[src/rtl/mem_image_loader_pkg.sv]
// Shared types for the memory image loader: FSM state encoding and the
// 64-bit write beat presented on the instruction/data memory load ports.
package mem_image_loader_pkg;

  typedef enum logic [2:0] {
    S_IDLE      = 3'd0,
    S_LOAD_INST = 3'd1,
    S_LOAD_DATA = 3'd2,
    S_FLUSH     = 3'd3,
    S_RUN       = 3'd4
  } loader_state_t;

  localparam int BEAT_BYTES  = 8;
  localparam int BEAT_ADDR_W = 16;

  typedef struct packed {
    logic [BEAT_ADDR_W-1:0] addr;
    logic [31:0]            data1;
    logic [31:0]            data2;
  } beat_t;

endpackage

[src/rtl/mem_image_loader_word_pair_packer.sv]
// Pairs 32-bit words into 64-bit beats, pads an odd final word with zero,
// generates beat byte addresses and flags beats that fall beyond the memory.
module word_pair_packer
  import mem_image_loader_pkg::*;
#(
  parameter int ADDR_W    = 9,
  parameter int MEM_BYTES = 512
) (
  input  logic        clk,
  input  logic        reset,
  input  logic        clear,
  input  logic        accept,
  input  logic [31:0] data,
  input  logic        last,
  output logic        fire,
  output logic        ovf,
  output beat_t       beat
);

  // One extra bit so an out-of-range beat address is representable.
  localparam int NA_W = ADDR_W + 1;
  localparam logic [NA_W-1:0] LAST_ADDR = NA_W'(MEM_BYTES - BEAT_BYTES);

  logic              half;
  logic [31:0]       first;
  logic [NA_W-1:0]   next_addr;

  assign fire = accept && (half || last);
  assign ovf  = fire && (next_addr > LAST_ADDR);

  always_comb begin
    beat.addr  = BEAT_ADDR_W'(next_addr);
    beat.data1 = half ? first : data;
    beat.data2 = half ? data : 32'h0;
  end

  // Once overflowed, next_addr stops advancing so it can never wrap back in range.
  always_ff @(posedge clk) begin
    if (reset || clear) begin
      half      <= 1'b0;
      first     <= '0;
      next_addr <= '0;
    end else if (accept) begin
      if (last) begin
        half      <= 1'b0;
        next_addr <= '0;
      end else if (!half) begin
        half  <= 1'b1;
        first <= data;
      end else begin
        half <= 1'b0;
        if (!ovf) next_addr <= next_addr + NA_W'(BEAT_BYTES);
      end
    end
  end

endmodule

[src/rtl/mem_image_loader.sv]
// Host-side image loader: packs a word stream into 64-bit load beats, then
// flushes and releases the core. Optional checksum via MEM_LOADER_CHECKSUM_EN.
module mem_image_loader
  import mem_image_loader_pkg::*;
#(
  parameter int ADDR_W       = 9,
  parameter int MEM_BYTES    = 512,
  parameter int FLUSH_CYCLES = 2
) (
  input  logic              clk,
  input  logic              reset,
  input  logic              start,
  input  logic              halt_req,
  input  logic              s_valid,
  output logic              s_ready,
  input  logic [31:0]       s_data,
  input  logic              s_last,
  output logic              enable_load_ex_mem,
  output logic              enable_half,
  output logic [ADDR_W-1:0] InstExMemAddress,
  output logic [31:0]       InstExMemData1,
  output logic [31:0]       InstExMemData2,
  output logic [ADDR_W-1:0] DataExMemAddress,
  output logic [31:0]       DataExMemData1,
  output logic [31:0]       DataExMemData2,
  output logic              busy,
  output logic              done,
  output logic              overflow_err,
  output logic [2:0]        fsm_state
`ifdef MEM_LOADER_CHECKSUM_EN
  ,
  output logic [31:0]       checksum
`endif
);

  localparam int CNT_W = (FLUSH_CYCLES > 1) ? $clog2(FLUSH_CYCLES) : 1;

  loader_state_t    state;
  logic [CNT_W-1:0] flush_cnt;
  logic             loading, accept, restart, fire, ovf;
  beat_t            beat;
  logic             unused_addr_hi;

  // Handshake: a word transfers on a rising edge where s_valid && s_ready;
  // s_ready is high for every cycle of LOAD_INST/LOAD_DATA and never stalls.
  assign loading            = (state == S_LOAD_INST) || (state == S_LOAD_DATA);
  assign s_ready            = loading;
  assign accept             = s_valid && loading;
  assign restart            = start && ((state == S_IDLE) || (state == S_RUN));
  assign enable_load_ex_mem = loading || (state == S_FLUSH);
  assign busy               = enable_load_ex_mem;
  assign enable_half        = (state == S_RUN) ? halt_req : (state == S_IDLE);
  assign fsm_state          = state;
  assign unused_addr_hi     = ^beat.addr[BEAT_ADDR_W-1:ADDR_W];

  word_pair_packer #(
    .ADDR_W    (ADDR_W),
    .MEM_BYTES (MEM_BYTES)
  ) u_packer (
    .clk    (clk),
    .reset  (reset),
    .clear  (restart),
    .accept (accept),
    .data   (s_data),
    .last   (s_last),
    .fire   (fire),
    .ovf    (ovf),
    .beat   (beat)
  );

  always_ff @(posedge clk) begin
    if (reset) begin
      state            <= S_IDLE;
      flush_cnt        <= '0;
      done             <= 1'b0;
      overflow_err     <= 1'b0;
      InstExMemAddress <= '0;
      InstExMemData1   <= '0;
      InstExMemData2   <= '0;
      DataExMemAddress <= '0;
      DataExMemData1   <= '0;
      DataExMemData2   <= '0;
    end else begin
      done <= 1'b0;
      case (state)
        S_IDLE, S_RUN: begin
          if (start) begin
            state            <= S_LOAD_INST;
            overflow_err     <= 1'b0;
            InstExMemAddress <= '0;
            InstExMemData1   <= '0;
            InstExMemData2   <= '0;
            DataExMemAddress <= '0;
            DataExMemData1   <= '0;
            DataExMemData2   <= '0;
          end
        end
        S_LOAD_INST, S_LOAD_DATA: begin
          if (fire) begin
            if (ovf) begin
              overflow_err <= 1'b1;
            end else if (state == S_LOAD_INST) begin
              InstExMemAddress <= beat.addr[ADDR_W-1:0];
              InstExMemData1   <= beat.data1;
              InstExMemData2   <= beat.data2;
            end else begin
              DataExMemAddress <= beat.addr[ADDR_W-1:0];
              DataExMemData1   <= beat.data1;
              DataExMemData2   <= beat.data2;
            end
          end
          if (accept && s_last) begin
            flush_cnt <= '0;
            state     <= (state == S_LOAD_INST) ? S_LOAD_DATA : S_FLUSH;
          end
        end
        S_FLUSH: begin
          if (flush_cnt == CNT_W'(FLUSH_CYCLES - 1)) begin
            state <= S_RUN;
            done  <= 1'b1;
          end else begin
            flush_cnt <= flush_cnt + CNT_W'(1);
          end
        end
        default: state <= S_IDLE;
      endcase
    end
  end

`ifdef MEM_LOADER_CHECKSUM_EN
  always_ff @(posedge clk) begin
    if (reset || restart) checksum <= '0;
    else if (accept)      checksum <= checksum + s_data;
  end
`endif

endmodule

[config.mk]
export PLATFORM = sky130hd
export DESIGN_NAME = mem_image_loader
export DESIGN_NICKNAME = d
export VERILOG_FILES = /design/src/rtl/mem_image_loader_pkg.sv /design/src/rtl/mem_image_loader_word_pair_packer.sv /design/src/rtl/mem_image_loader.sv
export SDC_FILE = /design/constraint.sdc
export NUM_CORES = 1
export LEC_CHECK = 0
export ABC_AREA = 1
export ABC_CLOCK_PERIOD_IN_PS = 4670
export BUFFER_PORTS_ARGS = -buffer_cell sky130_fd_sc_hd__buf_2
export CORE_MARGIN = 1
export CORE_UTILIZATION = 58
export CTS_CLUSTER_DIAMETER = 120
export DETAILED_ROUTE_END_ITERATION = 10
export PLACE_DENSITY = 0.85
export SETUP_SLACK_MARGIN = 0.2
export SYNTH_ARGS = -nofsm -noshare
export SYNTH_HDL_FRONTEND = slang
export SYNTH_SLANG_ARGS = --single-unit
export TNS_END_PERCENT = 5
[constraint.sdc]
create_clock -name clk -period 4.67 [get_ports clk]
set_clock_uncertainty 0.05 [all_clocks]
set_input_delay 0.2335 -clock clk [delete_from_list [all_inputs] [get_ports clk]]
set_output_delay 0.2335 -clock clk [all_outputs]
set_load 0.05 [all_outputs]
==> impl_results.md, run 1 <==
* Fraction of registers with async set or reset after synthesis at 0%
* Sequential cell area at 0.00372 mm^2
* Synth cell types at 22
* Number of placed instances, taps included at 1590
* Synthesized cell area at 0.00846 mm^2
* Sort of element at the start of the critical path: flip-flop
* Final weighted congestion in routability-driven placement at 0.936
* Total via count in the routed design at 8680
* Final Max Slew Viols at 0
* Power per cell area at 614 mW/mm^2
* Post-Route Setup TNS at 0 ns
* Pin count of the biggest net entering global routing at 96
* Remaining DRCs at 0
* Resize count post-CTS at 0
* TritonCTS clock tree: built
* Warning count from the yosys run at 0
* Met2 usage at 48.9%
* Antenna viol nets, final at 0
* Master cell of the clock root buffer: clkbuf_16
* Tot GR Track Use at 32.1%
* Prevailing post-synth register cell: dfxtp_1
* Vias per cell at 5.35
* Post-synthesis sequential area ratio at 44.0%
* Synthesized-area fraction occupied by and/or/nand/nor cells at 34.0%
* Total Die Area at 0.0151 mm^2
* Post-layout min period at 3.11 ns
* Detailed Place HPWL at 15900 um
* CP startpoint: fsm_state[1]
* Final number of hold-violating endpoints at 0
* Number of clock sinks at 186
* Sum of routed wire length over all layers at 23900 um
* Flop and latch count out of synthesis at 186
* Required time at the endpoint of the critical path at 4.95 ns
* Antenna violations before repair at 1
* Reg2reg start: fsm_state[1]
* Worst reg2reg endpoint: InstExMemData2[10]
* Slew at the pin closest to its max-slew limit at 1.16 ns
* Row Count at 43
* Critical Path Sink Type: flip-flop
* Synth cell count leaders: 327 x nand2_1, 223 x nor2_1, 186 x dfxtp_1, 158 x nand3_1, 134 x inv_1
* Post-route non-filler standard cell count at 1622
* Via count of the first global-routing pass at 7452
* Synthesized netlist cell count at 1309
* Number of optimization iterations in the first detailed-route pass at 5
* Post-synth top area share at 44.0%
* Met3 usage in global routing at 7.20%
* Cts bufs inserted at 17
* Port Buffer Count at 186
* Unrepaired setup endpoints after global routing: no
* CTS Buffer Depth at 2
* Area used by multi-input combinational logic at 0.00381 mm^2
* Final #Nets at 1468
* Highest clock frequency the design can meet at 322 MHz
* Clock-pin slew on the worst setup and hold paths at 0.07 ns
* Worst vdd ir at 284 uV
* Compound-Gate Fraction of Synth Area at 10.3%
* First-pass GRT wire length at 37300 um
* Number of inserted filler cells in the final layout at 1227
* Worst hold path depth at 2
* Placeable core area at 0.0140 mm^2
* Hold Path Class: input pin to flip-flop
* Initial Util at 60.3%
* Total number of H-tree levels at 4
* Final Cycle Share at 66.5%
* Initial detailed-routing violation count at 1098
* Total setup buffers inserted after CTS at 0
* Multiplexer share of the synthesized area at 0%
* Cell Area, Placed at 0.00929 mm^2
* Later-pin clock latency in the skew report at 0.44 ns
* Post-Layout Inst Area at 0.00986 mm^2
* Dominant cell type by area after synthesis: dfxtp_1
* Category of the most critical setup path: flip-flop to flip-flop
* Most instantiated library cell after synthesis: nand2_1
* Capturing element of the worst setup path: InstExMemData2[10]
* Wire length per cell at 14.8 um
* Final setup viols at 0
* Layout overhead on the synthesized area at 16.6%
* Maximum fanout encountered on the critical timing path at 95
* Total I/O pin count at 193
* Count of max-cap constraint violations at 0
* Share of layout cells above drive strength 1 at 16.4%
* Outcome: complete, no violations
* Post-Synth Adder-Cell Area at 0.148%
* Static power due to leakage at 5.13 nW
* Global routing met1 resource utilization at 42.2%
* Number of enable-type register cells in the synthesized netlist at 0
* Worst setup slack for register-to-register paths at 1.56 ns
* Xor/xnor cell area share of the yosys netlist at 0.207%
* Chip height at 123 um
* Synth area leaders: dfxtp_1 44%, nand2_1 15%, nor2_1 9.9%
* Worst hold path startpoint: reset
* Dominant combinational cell family by area after synthesis: simple AND/OR/NAND/NOR gates
* Die extent in x at 123 um
* Design Power at 6.05 mW
* Max-slew headroom at 22.2%
* Number of cell instances on the worst register-to-register path at 9
* Hold buffer count at cts at 0
* Syn_area_per_cell at 6.46 um^2
* Crit path arrival time at 3.39 ns
* Total grt overflow at 0
* Busiest layer in global routing: met2
[state kept, by name, indices dropped and copies added (netlist names)]
signal              cells
DataExMemData2         32
InstExMemData2         32
u_packer.next_addr      7
DataExMemData1         32
u_packer.half           1
InstExMemData1         32
DataExMemAddress        6
done                    1
InstExMemAddress        6
flush_cnt               1
overflow_err            1
fsm_state               3
u_packer.first         32
[cells in the final DEF, fill, tap and decap left out, types with 10 or more instances in the layout]
master,synthesis,layout
a21oi_1,131,131
buf_2,33,186
buf_4,7,10
clkbuf_16,0,17
dfxtp_1,186,185
inv_1,134,134
nand2_1,327,323
nand3_1,158,158
nor2_1,223,223
o21ai_0,37,37
[logic make-up after synthesis]
group,Yosys count
other,1
and+or+nand+nor,711
AOI/OAI and AO/OA,170
DFF,186
adders and majority gates,1
xor gates and xnor gates,2
buffers and inverters,238
[per-layer routing]
layer | share of wire (%) | wire (um)
met5 | 0 | 0
met4 | 4.2 | 1000
met3 | 9.0 | 2150
met2 | 45 | 10700
met1 | 42 | 10100
[worst min-delay path by stage]
stage | endpoint
after floorplan | fsm_state[1]
after global placement | u_packer.first[21]
after detailed placement | u_packer.first[22]
after CTS | fsm_state[2]
after global routing | fsm_state[1]
final | fsm_state[2]
[layout make-up]
class                   instances  area share, %
multi-input cells             890           38.6
clock inverters                 9          0.901
diodes                          1         0.0254
inverters                     138           5.28
repair buffers                196           10.2
well taps                     180           2.28
clock buffers                  22           4.91
flip-flops and latches        186           37.8
[where the power goes]
part           internal (mW)  switching, mW  total, mW
logic                  0.606           2.00       2.61
clock network          0.790          0.615       1.40
registers               1.87          0.164       2.04
total                   3.27           2.78       6.05
[worst max-delay path: stages (launching register included)]
cell     delay, ns
dfxtp_1       0.40
inv_1         0.09
nand3_1       0.16
nand2_2       0.45
o31ai_4       0.19
buf_4         0.46
buf_4         0.77
nand3_1       0.17
nand2_1       0.12
nor2_1        0.05
[per-stage QoR]
step	worst slack, ns	hold slack (ns)	utilization (%)
CTS	1.64	0.0182	70.2
global placement	1.78	0.385	66.1
global route	1.33	0.0288	70.2
floorplan	2.49	0.253	-
finish	1.56	0.0227	70.2
detailed placement	1.67	0.390	66.1
(Power assumes the default switching activity.)
==> run 2: changes to the inputs <==
ABC_CLOCK_PERIOD_IN_PS = 2700   (was 4670)
CORE_UTILIZATION = 49   (was 58)
PLACE_DENSITY = 0.76   (was 0.85)
clock period = 2.7 ns   (was 4.67 ns; I/O delays follow)
==> impl_results.md, run 2 (same netlist as run 1, synthesis figures left out) <==
* Category of the most critical setup path: flip-flop to primary output
* Total I/O pin count at 193 (unchanged)
* Final Cycle Share at 80.4%
* Worst vdd ir at 503 uV (+77%)
* Critical Path Sink Type: primary output
* Max layer used: met4
* Highest clock frequency the design can meet at 460 MHz
* TritonCTS clock tree: built
* CTS Buffer Depth at 2 (unchanged)
* Wire length per cell at 14.5 um (-1.8%)
* Share of layout cells above drive strength 1 at 17.0% (+0.63 points)
* Detailed Place HPWL at 16400 um (+3.5%)
* Length of routed wiring on met1 at 10800 um (+7.1%)
* Number of optimization iterations in the first detailed-route pass at 6 (+1)
* Master cell of the clock root buffer: clkbuf_16
* Vias per cell at 5.09 (-4.9%)
* Final setup viols at 0 (unchanged)
* Commonest cells after routing, fill and taps aside: 323 x nand2_1, 223 x nor2_1, 186 x buf_2
* Chip height at 133 um (+8.7%)
* Sum of met2 wire segment lengths after detailed routing at 10900 um (+1.5%)
* Row Count at 47 (+9.3%)
* Sort of element at the start of the critical path: flip-flop
* Total via count in the routed design at 8511 (-1.9%)
* Antenna viol nets, final at 0 (unchanged)
* Hold buffer count at cts at 1 (+1)
* Final #Nets at 1478 (+0.68%)
* Initial detailed-routing violation count at 866 (-21%)
* Die extent in x at 133 um (+8.7%)
* Slowest stage cell, crit path: buf_4
* Maximum fanout encountered on the critical timing path at 42 (-56%)
* Clock-pin slew on the worst setup and hold paths at 0.06 ns (about the same)
* Total grt overflow at 0 (unchanged)
* Resize count post-CTS at 0 (unchanged)
* Via count of the first global-routing pass at 7289 (-2.2%)
* Number of diodes added for antenna fixing at 0 (-1)
* Later-pin clock latency in the skew report at 0.43 ns (about the same)
* Total setup buffers inserted after CTS at 0 (unchanged)
* Required time at the endpoint of the critical path at 2.52 ns (-2.43 ns)
* Unrepaired setup endpoints after global routing: no
* Post-Route Setup TNS at 0 ns (unchanged)
* Power per cell area at 1060 mW/mm^2 (+74%)
* Number of inserted filler cells in the final layout at 1594 (+30%)
* Placeable core area at 0.0167 mm^2 (+19%)
* Static power due to leakage at 5.23 nW (+2.1%)
* Most common cell after layout, fill and taps aside: nand2_1
* Met3 routed WL at 1840 um (-14%)
* Final Max Slew Viols at 0 (unchanged)
* Max-slew headroom at 43.1% (+21 points)
* Post-layout min period at 2.17 ns
* Number of clock sinks at 186 (unchanged)
* Port Buffer Count at 186 (unchanged)
* Antenna violations before repair at 0 (-1)
* Initial Util at 50.7% (-9.6 points)
* Layout overhead on the synthesized area at 19.5%
* Slew at the pin closest to its max-slew limit at 0.853 ns (-0.310 ns)
* Final weighted congestion in routability-driven placement at 0.923 (-1.4%)
* Critical path, cell by cell: inv_1, nand3_1, nand2_2, buf_4, buf_2
* Tot GR Track Use at 27.3% (-4.8 points)
* Final number of hold-violating endpoints at 0 (unchanged)
* Total number of H-tree levels at 4 (unchanged)
* Remaining DRCs at 0 (unchanged)
* Total Die Area at 0.0178 mm^2 (+18%)
* Count of max-cap constraint violations at 0 (unchanged)
* CP peak stage delay at 0.39 ns (-0.38 ns)
* First-pass GRT wire length at 38100 um (+2.3%)
* Pin count of the biggest net entering global routing at 100 (+4.2%)
* Sum of routed wire length over all layers at 24200 um (+1.2%)
* Hold Path Class: input pin to flip-flop
* Cts bufs inserted at 17 (unchanged)
* Number of placed instances, taps included at 1639 (+3.1%)
* Post-route non-filler standard cell count at 1672 (+3.1%)
* Crit path arrival time at 1.99 ns (-1.40 ns)
* Outcome: complete, no violations
==> run 2: changes by cell type in the layout (fill, tap and decap cells not counted), sizes merged <==
cell / change
clkinv: +1
clkbuf: -2
clkinvlp: -1
bufinv: +3
dlygate4sd3: +1
diode: -1
buf: +9
==> run 2: final cells by class <==
type	count	area, um^2	area share, %
sequential	186	3720	36.8
tap	220	275	2.72
inverter	138	520	5.15
multi-input combinational	890	3810	37.7
clock inverter	12	169	1.67
timing repair buffer	206	1150	11.3
clock buffer	20	467	4.62
==> run 2: metrics by stage <==
stage	cell area [um^2]	total power, mW	worst slack (ns)	utilization [%]	hold WS (ns)
after global routing	10100	11.3	0.334	60.5	0.0311
after floorplan	8480	7.10	0.575	-	0.154
final	10100	10.8	0.528	60.5	0.0131
after CTS	10100	10.8	0.554	60.5	0.00489
after detailed placement	9470	8.12	0.622	56.7	0.369
after global placement	9470	8.07	0.724	56.7	0.363
==> run 2: worst paths after layout <==
check	from	depth (start not counted)	slack (ns)	endpoint
setup reg to reg	fsm_state[2]	7	0.61	u_packer.next_addr[5]
hold / removal	s_last	4	0.01	u_packer.next_addr[6]
hold reg to reg	u_packer.first[21]	2	0.40	u_packer.first[21]
setup / recovery	fsm_state[2]	5	0.53	s_ready
==> run 2: power breakdown <==
part	internal [mW]	switching (mW)
combinational	1.10	3.47
clock	1.62	1.06
sequential	3.24	0.281
==> run 2: worst max-delay path: cells and delay by family (launching register included) <==
family	cells	cell delay, ns
flops	1	0.36
buf+inv	3	0.86
simple gates	2	0.30
==> run 2: metal layers <==
metal | GRT usage (%) | up-vias
met5 | 0 | -
met4 | 11.2 | 0
met3 | 4.19 | 48
met2 | 41.5 | 336
met1 | 38.6 | 3802
li1 | - | 4325
==> run 3: changes to the inputs <==
ABC_CLOCK_PERIOD_IN_PS = 1800   (was 2700)
clock period = 1.8 ns   (was 2.7 ns; I/O delays follow)
==> impl_results.md, run 3 (same netlist as run 1, synthesis figures left out) <==
* Delay-heaviest family, CP: buffers and inverters
* Worst reg2reg endpoint: InstExMemData1[4]
* Minimum setup slack after placement at 0.0350 ns (-0.587 ns)
* Final #Nets at 1511 (+2.2%)
* Worst setup slack for register-to-register paths at 0.18 ns (-0.43 ns)
* Final number of hold-violating endpoints at 0 (unchanged)
* Cts bufs inserted at 17 (unchanged)
* Vias per cell at 5.19 (+2.0%)
* Unrepaired setup endpoints after global routing: yes
* Number of cell instances on the worst register-to-register path at 7 (unchanged)
* Sort of element at the start of the critical path: flip-flop
* Switching power at 7.31 mW (+52%)
* Total via count in the routed design at 8866 (+4.2%)
* Post-Route Setup TNS at 0 ns (unchanged)
* Total grt overflow at 0 (unchanged)
* Reg2reg start: u_packer.half
* Total number of H-tree levels at 4 (unchanged)
* Initial detailed-routing violation count at 809 (-6.6%)
* Commonest cells after routing, fill and taps aside: 322 x nand2_1, 218 x nor2_1, 185 x buf_2
* Outcome: complete, no violations
* Row Count at 47 (unchanged)
* Tot GR Track Use at 28.0% (+0.70 points)
* Critical Path Sink Type: primary output
* Worst vdd ir at 831 uV (+65%)
* Crit path arrival time at 1.50 ns (-0.49 ns)
* Count of max-cap constraint violations at 0 (unchanged)
* Number of optimization iterations in the first detailed-route pass at 7 (+1)
* Critical path, cell by cell: nor2_2, nand2_2, nand2_4, buf_12, buf_12, buf_12
* Placeable core area at 0.0167 mm^2 (unchanged)
* Total Die Area at 0.0178 mm^2 (unchanged)
* Static power due to leakage at 5.46 nW (+4.4%)
* Required time at the endpoint of the critical path at 1.66 ns (-0.86 ns)
* Die extent in x at 133 um (unchanged)
* Final Max Slew Viols at 0 (unchanged)
* Port Buffer Count at 186 (unchanged)
* Internal power component at 9.02 mW (+51%)
* Remaining DRCs at 0 (unchanged)
* Initial Util at 50.7% (unchanged)
* Post-Layout Inst Area at 0.0106 mm^2 (+4.9%)
* Capturing element of the worst setup path: s_ready
* CTS Buffer Depth at 2 (unchanged)
* Antenna violations before repair at 4 (+4)
* Power per cell area at 1540 mW/mm^2 (+45%)
* Pin count of the biggest net entering global routing at 71 (-29%)
* Buffering stage count on the worst path with inverters included at 3 (unchanged)
* Detailed Place HPWL at 16900 um (+2.7%)
* Final Cycle Share at 91.0%
* Final weighted congestion in routability-driven placement at 0.963 (+4.4%)
* Comb power frac at 44.9% (+2.5 points)
* Sw Ratio at 44.8% (+0.076 points)
* Slowest stage cell, crit path: dfxtp_4
* First-pass GRT wire length at 39000 um (+2.3%)
* Sum of routed wire length over all layers at 25400 um (+4.7%)
* Master cell of the clock root buffer: clkbuf_16
* Maximum fanout encountered on the critical timing path at 11 (-74%)
* Share of layout cells above drive strength 1 at 19.6% (+2.5 points)
* Wire length per cell at 14.9 um (+2.5%)
* CP startpoint: fsm_state[2]
* Number of clock sinks at 186 (unchanged)
* Via count of the first global-routing pass at 7556 (+3.7%)
* Cell with the most instances on the worst path: buf_12
* Crit. path cell count at 6 (+1)
* Post-layout min period at 1.64 ns
* Final setup viols at 0 (unchanged)
* Total I/O pin count at 193 (unchanged)
* Relative contribution of the clock network to total power at 22.6% (-2.3 points)
* Clock-pin slew on the worst setup and hold paths at 0.07 ns (about the same)
* Highest clock frequency the design can meet at 611 MHz
* Sequential share of power at 32.5% (-0.2 points)
* TritonCTS clock tree: built
* Final critical-path setup slack at 0.162 ns (-0.366 ns)
* Most common cell after layout, fill and taps aside: nand2_1
* Layout overhead on the synthesized area at 25.3%
* Antenna viol nets, final at 0 (unchanged)
* Later-pin clock latency in the skew report at 0.43 ns (about the same)
* Chip height at 133 um (unchanged)
* Category of the most critical setup path: flip-flop to primary output
* Hold Path Class: input pin to flip-flop
* Cell Area, Placed at 0.00973 mm^2 (+2.8%)
* CP peak stage delay at 0.37 ns (-0.02 ns)
## run 3: changes by cell type in the layout (fill, tap and decap cells not counted), sizes merged
cell and change:
clkinvlp -1, inv +1, bufbuf +2, dlygate4sd3 +1
clkinv -4, diode +4, bufinv -3, clkbuf +6
buf +29
## run 3: stage by stage
| stage | total power [mW] | std cells | util, % | hold slack, ns |
|---|---|---|---|---|
| floorplan | 10.7 | 1314 | - | 0.0994 |
| global placement | 12.3 | 1660 | 58.3 | 0.313 |
| detailed placement | 12.3 | 1660 | 58.3 | 0.319 |
| CTS | 16.2 | 1699 | 62.8 | 0.0107 |
| global route | 17.1 | 1705 | 63.5 | 0.0475 |
| finish | 16.3 | 1707 | 63.5 | 0.0184 |
## run 3: worst register-to-register path, cell delays in order, from the launching register on
cell	delay, ns
dfxtp_2	0.33
buf_6	0.18
buf_16	0.20
o21ai_0	0.40
nand2_1	0.16
nand3_1	0.12
nand2_1	0.05
nor2_1	0.07
## run 3: cell type report
type | count | area [um^2]
Multi-Input combinational cell | 890 | 3850
Timing Repair Buffer | 239 | 1630
Clock inverter | 5 | 57.6
Tap cell | 220 | 275
Antenna cell | 4 | 10.0
Clock buffer | 25 | 515
Sequential cell | 186 | 3740
Inverter | 138 | 520
Fill cell | 1549 | 6100
## run 3: how the worst min path moves through the flow
stage / start / endpoint / slack [ns] / cells after the start
final: s_data[31] / InstExMemData2[31] / 0.02 / 5
after global routing: s_data[27] / DataExMemData2[27] / 0.05 / 5
after CTS: s_data[31] / InstExMemData2[31] / 0.01 / 5
after detailed placement: reset / fsm_state[1] / 0.32 / 2
after global placement: reset / fsm_state[1] / 0.31 / 2
after floorplan: reset / fsm_state[1] / 0.1 / 1
## run 3: repair_timing
| item | 4_1_cts | 5_1_grt |
|---|---|---|
| hold endpoints to repair | 7 | 0 |
| endpoints found under the setup margin | 180 | 185 |
| pin swaps | 3 | 2 |
| gates cloned | 2 | 1 |
| resized for setup | 11 | 17 |
| hold buffers | 2 | 0 |
| buffers inserted | 5 | 3 |
## run 3: power by group through the flow
stage	Clock, mW	Sequential (mW)	Combinational, mW
after detailed placement	0	5.38	6.95
after global placement	0	5.37	6.89
after global routing	3.87	5.37	7.89
final	3.69	5.30	7.34
after floorplan	0	7.75	2.92
after CTS	3.71	5.30	7.21
## run 3: routing by layer
| layer | global-route usage (%) | up-vias | share of wire, % |
|---|---|---|---|
| li1 | - | 4397 | - |
| met4 | 13.1 | 0 | 3.5 |
| met1 | 37.3 | 4003 | 44 |
| met3 | 6.54 | 60 | 8.4 |
| met2 | 42.9 | 406 | 44 |
| met5 | 0 | - | 0 |
